$ cat config.mk
export PLATFORM = sky130hd
export DESIGN_NAME = lmb_bram_port_cntlr
export DESIGN_NICKNAME = d
export VERILOG_FILES = /design/src/rtl/lmb_bram_port_cntlr.sv
export SDC_FILE = /design/constraint.sdc
export NUM_CORES = 1
export LEC_CHECK = 0
export ABC_AREA = 1
export CAP_MARGIN = 25
export CORE_AREA = 2 2 81 83
export DETAILED_ROUTE_END_ITERATION = 12
export DIE_AREA = 0 0 83 85
export MAX_ROUTING_LAYER = met4
export PLACE_DENSITY = 0.82
export SYNTH_ARGS = -nofsm -noshare
export SYNTH_HDL_FRONTEND = slang
export SYNTH_SLANG_ARGS = --single-unit
$ cat constraint.sdc
create_clock -name LMB_Clk -period 1.3 [get_ports LMB_Clk]
set_input_delay 0.26 -clock LMB_Clk [delete_from_list [all_inputs] [get_ports LMB_Clk]]
set_output_delay 0.26 -clock LMB_Clk [all_outputs]
set_load 0.1 [all_outputs]
$ cat src/rtl/lmb_bram_port_cntlr.sv
// LMB slave front-end for one port of the dual-port LMB BRAM: decodes the
// address window, drives the BRAM port and returns read data with Sl_Ready.
module lmb_bram_port_cntlr #(
   parameter logic [31:0] C_BASEADDR  = 32'h0000_0000,
   parameter logic [31:0] C_HIGHADDR  = 32'h0000_7FFF,
   parameter logic [31:0] C_MEMSIZE   = 32'h0000_8000,
   parameter int unsigned C_READ_PIPE = 0
) (
   input  logic        LMB_Clk,
   input  logic        LMB_Rst,
   input  logic [0:31] LMB_ABus,
   input  logic [0:31] LMB_WriteDBus,
   input  logic        LMB_AddrStrobe,
   input  logic        LMB_ReadStrobe,
   input  logic        LMB_WriteStrobe,
   input  logic [0:3]  LMB_BE,
   output logic [0:31] Sl_DBus,
   output logic        Sl_Ready,
   output logic        Sl_Wait,
   output logic        Sl_UE,
   output logic        Sl_ProtErr,
   output logic        BRAM_Rst,
   output logic        BRAM_Clk,
   output logic        BRAM_EN,
   output logic [0:3]  BRAM_WEN,
   output logic [0:31] BRAM_Addr,
   output logic [0:31] BRAM_Dout,
   input  logic [0:31] BRAM_Din
);

   typedef enum logic [1:0] {IDLE, RPIPE, RESP} state_e;

   localparam logic [31:0] ADDR_MASK = (C_MEMSIZE - 32'd1) & 32'hFFFF_FFFC;
   localparam logic [31:0] WIN_SPAN  = C_HIGHADDR - C_BASEADDR;

   state_e      state_q;
   logic        ready_q;
   logic        wait_q;
   logic        ue_q;
   logic        rd_q;
   logic        prot_q;
   logic [0:31] rdata_q;

   logic [31:0] win_off;
   logic        in_win;
   logic        be_legal;
   logic        hit;
   logic        is_read;
   logic        bram_en;

   // Offset compare wraps below the base, so one unsigned test covers both bounds.
   always_comb begin
      win_off = LMB_ABus - C_BASEADDR;
      in_win  = (win_off <= WIN_SPAN);
   end

   always_comb begin
      be_legal = 1'b0;
      case (LMB_BE)
         4'b1111, 4'b1100, 4'b0011,
         4'b1000, 4'b0100, 4'b0010, 4'b0001: be_legal = 1'b1;
         default:                            be_legal = 1'b0;
      endcase
   end

   always_comb begin
      hit     = LMB_AddrStrobe & in_win & (state_q == IDLE);
      bram_en = hit & be_legal & ~LMB_Rst;
      is_read = LMB_ReadStrobe & ~LMB_WriteStrobe;
   end

   assign BRAM_Rst  = LMB_Rst;
   assign BRAM_Clk  = LMB_Clk;
   assign BRAM_EN   = bram_en;
   assign BRAM_WEN  = (bram_en & LMB_WriteStrobe) ? LMB_BE : '0;
   assign BRAM_Addr = LMB_ABus & ADDR_MASK;
   assign BRAM_Dout = LMB_WriteDBus;

   always_ff @(posedge LMB_Clk) begin
      if (LMB_Rst) begin
         state_q <= IDLE;
         ready_q <= 1'b0;
         wait_q  <= 1'b0;
         ue_q    <= 1'b0;
         rd_q    <= 1'b0;
         prot_q  <= 1'b0;
         rdata_q <= '0;
      end else begin
         if (LMB_AddrStrobe && (state_q != IDLE))
            prot_q <= 1'b1;
         case (state_q)
            IDLE: begin
               ready_q <= 1'b0;
               wait_q  <= 1'b0;
               ue_q    <= 1'b0;
               rd_q    <= 1'b0;
               if (hit) begin
                  wait_q <= 1'b1;
                  if (be_legal && is_read && (C_READ_PIPE != 0)) begin
                     state_q <= RPIPE;
                  end else begin
                     state_q <= RESP;
                     ready_q <= 1'b1;
                     ue_q    <= ~be_legal;
                     rd_q    <= be_legal & is_read;
                  end
               end
            end
            RPIPE: begin
               rdata_q <= BRAM_Din;
               state_q <= RESP;
               ready_q <= 1'b1;
               rd_q    <= 1'b1;
            end
            RESP: begin
               state_q <= IDLE;
               ready_q <= 1'b0;
               wait_q  <= 1'b0;
               ue_q    <= 1'b0;
               rd_q    <= 1'b0;
            end
            default: state_q <= IDLE;
         endcase
      end
   end

   // Read data only reaches the bus during a read Ready so slaves can be OR-ed.
   assign Sl_DBus    = (ready_q & rd_q) ? ((C_READ_PIPE != 0) ? rdata_q : BRAM_Din) : '0;
   assign Sl_Ready   = ready_q;
   assign Sl_Wait    = wait_q;
   assign Sl_UE      = ue_q;
   assign Sl_ProtErr = prot_q;

endmodule

Yosys cells after proc, flatten, opt, wreduce, memory -nomap -nowiden
Index checks and enable logic that the tools add are counted.

word-level totals
  flip-flop bits (word level) = 7
  input port bits = 105
  output and inout bits = 107

operators by class
  $lt $le $gt $ge = 1
  equal/unequal tests = 10
  multiplexer cells = 12
  bitwise operators = 11
  reduce and logical (&&, ||, !) cells = 6

operators with widths
  kind                                                                      number
  32-bit by 15-bit <= comparator with 1-bit output (second input constant)  1
  32-bit two-way mux                                                        1
  4-bit == test (second input constant)                                     3
  1-bit bitwise AND                                                         8
  4-bit by 2-bit == test with 1-bit output (second input constant)          2
  7-bit OR reduction                                                        1
  1-bit case mux with 3 select lines                                        2
  4-bit by 1-bit == test with 1-bit output (second input constant)          1
  4-bit by 3-bit == test with 1-bit output (second input constant)          1
  1-bit two-way mux                                                         4
  4-bit two-way mux                                                         1
  1-bit case mux with 2 select lines                                        2
  2-bit case mux with 2 select lines                                        1
  2-bit nonzero test                                                        2
  1-bit NOT                                                                 3
  3-bit nonzero test                                                        1
  2-bit by 1-bit == test with 1-bit output (second input constant)          1
  2-bit == test (second input constant)                                     1
  2-bit zero test                                                           1
  2-bit two-way mux                                                         1
  2-bit inequality test (second input constant)                             1
  1-bit logical AND                                                         1

Logic depth before layout (Yosys ltp)
  depth after elaboration = 7
  depth in mapped cells = 7
  depth with buffers taken out = 7

==> impl_metrics.py <==
metrics = {
    "timing": {
        "finalSetupViolCount": 37,
        "fin_crit_sh": 1.35,
        "rsz0062_at_grt": "true",
        "fmax_ghz": 0.571,
        "finClkSkew_ns": 0.00106,
        "fin_ws_ns": -0.450,
        "finalHoldViolations": 0,
        "period_needed_ns": 1.75,
        "drv_slew": 0,
    },
    "grt": {
        "track_usage": 0.110,
        "grt_remaining_overflow": 0,
        "antenna_found_initial": 0,
        "grt_pass1_wl_um": 5960,
        "grt_pass1_vias": 1251,
        "grt_start_max_net_pins": 8,
    },
    "logic_synthesis": {
        "ys_types": 18,
        "synth_area_leader_cell": "buf_4",
        "synth_area_leaders": "buf_4 (47%), nor2_1 (18%), inv_1 (13%)",
        "yosysWarnings": 0,
        "synth_seq_area_share": 0.0932,
        "synth_cells": 183,
        "synth-seq-cells": 5,
        "synthesis.area_um2": 1070,
        "netlist.area_leader.share": 0.469,
        "syn_area_per_cell_um2": 5.87,
    },
    "drt": {
        "viasPerCell": 3.64,
        "wl_um": 3710,
        "wl_per_cell_um": 11.2,
        "first_iter_violations": 7,
        "drtAntennaViolNets": 0,
        "wl_met2_um": 1800,
        "drc": 0,
        "drt-met1-wl_um": 1400,
        "wl_met3_um": 504,
        "dr.pass1.iters": 4,
        "routed.top_layer": "met4",
        "num_vias": 1208,
    },
    "critical_path": {
        "critical_path_class": "flip-flop to output pin",
        "crit_family": "simple AND/OR/NAND/NOR gates",
        "timing.rr.start": "state_q[1]",
        "worst_ep_required_time_ns": 1.04,
        "start_kind": "flip-flop",
        "crit_end": "BRAM_WEN[0]",
        "crit_arrival_ns": 1.49,
        "rr_worst_depth": 7,
        "end_kind": "output pin",
        "slowest_stage": "dfxtp_2",
        "cp_num_cells": 6,
        "crit_path_max_incr_delay_ns": 0.32,
        "path_buf_inv": 1,
        "cp_cell_sequence": "nor2_4, nand4_4, nor2_4, nand3_4, nor2_4, buf_12",
        "crit_fanout": 4,
        "cp_common_cell": "nor2_4",
        "critPathLaunch": "state_q[1]",
        "timing.rr.end": "rd_q",
        "reg2reg_slack_ns": 0.17,
    },
    "floorplan": {
        "die_y_um": 85,
        "std_cell_rows": 29,
        "fp.dieW_um": 83,
        "core-area_um2": 6200,
        "initial_core_util": 0.173,
        "die-area_um2": 7060,
        "io-pin-count": 212,
    },
    "run_status": {
        "violations": "setup timing",
        "status": "complete, but fails checks",
    },
    "cells_and_area": {
        "area_growth_pct": 156,
        "layout_commonest_cell": "buf_12",
        "mostFrequentLayoutCells": "buf_12 (47), nor2_4 (39), inv_1 (37)",
        "n_fill_cell": 572,
        "diodes": 0,
        "drive_gt1_frac": 0.471,
        "nNetsFinal": 361,
    },
    "cts": {
        "clk_pin_slew_ns": 0.04,
        "insertion_delay_ns": 0.32,
        "tritoncts": "yes",
    },
    "hold_path": {
        "min_path_type": "primary input to flip-flop",
    },
    "power_and_ir_drop": {
        "power_density_nw_per_um2": 549,
        "finalPower_mw": 1.51,
        "power.leakage_nw": 1.20,
        "vdd_drop_max_v": 0.00191,
    },
    "placed_design": {
        "post-dp-hpwl_um": 3130,
        "routabilityCongestion": 0.770,
        "io_buffer_count": 100,
        "dp_slack_ns": -0.684,
    },
    "job": {
        "max_cap_viol_count": 0,
    },
}
## worst min path at each step
stage	start	slack (ns)	endpoint	depth (start not counted)
global placement	LMB_ABus[26]	0.52	BRAM_Addr[26]	0
global route	LMB_AddrStrobe	0.36	Sl_ProtErr	3
floorplan	LMB_Rst	0.33	Sl_ProtErr	1
CTS	LMB_AddrStrobe	0.33	Sl_ProtErr	3
detailed placement	LMB_ABus[26]	0.52	BRAM_Addr[26]	0
finish	LMB_AddrStrobe	0.33	Sl_ProtErr	3
## worst reg2reg max path, delay by kind of cell (launching register included)
kind	cells	cell delay (ns)
AND/OR/NAND/NOR	5	0.47
buffers and inverters	2	0.26
flip-flops	1	0.32
## stage by stage
stage	instances	cell area (µm²)	setup TNS, ns	hold WS (ns)	utilization
2_1_floorplan	201	1510	-11.15	0.332	-
3_3_place_gp	320	2560	-4.88	0.521	0.413
3_5_place_dp	320	2560	-5.56	0.521	0.413
4_1_cts	333	2780	-9.82	0.326	0.448
5_1_grt	332	2750	-10.65	0.362	0.444
6_report	332	2750	-8.98	0.330	0.444
## sequential cells by signal, summed over array words and instances, names as in the netlist
signal and count:
Sl_Ready 1, Sl_UE 1, Sl_ProtErr 1, state_q 1
rd_q 1
## per-layer routing
metal / vias up / GRT usage
li1: 577 / -
met1: 511 / 0.114
met2: 117 / 0.172
met3: 3 / 0.0691
met4: 0 / 0.0373
met5: - / -
## cells by family (layout without fill, tap and decap cells)
logic type             count (synthesis)  in the layout  share of synthesized area
and+or+nand+nor                       67             67                      0.279
AOI/OAI and AO/OA                      2              2                     0.0128
other                                  1             19                    0.00349
buffers and inverters                108            162                      0.612
DFF                                    5              5                     0.0932
## power by group
| group | leakage [nW] | switching, mW | internal [mW] |
|---|---|---|---|
| clock network | 0.0495 | 0.362 | 0.485 |
| registers | 0.0424 | 0.000000461 | 0.150 |
| logic | 1.11 | 0.353 | 0.163 |
| total | 1.20 | 0.714 | 0.798 |
## Yosys cell counts, drive strengths merged
cell type	n
nand4	2
nor2	54
nand3	1
or2	1
dfxtp	5
and2	1
inv	38
conb	1
nand2	7
nor3	1
buf	67
a21oi	2
clkbuf	3
## what timing repair did
item,4_1_cts,5_1_grt
pin swaps,25,9
gates resized for setup,47,3
setup buffers,4,3
endpoints found under the setup margin,39,38
hold buffers,0,0
gates cloned,2,0
## area by class of cell
cell class	instances	area, µm²	area share
repair buffers	117	1600	0.582
multi-input cells	88	701	0.255
inverters	38	146	0.0532
flip-flops and latches	5	109	0.0395
clock buffers	7	97.6	0.0355
well taps	77	96.3	0.0350
Power figures use the tool's default switching activity.
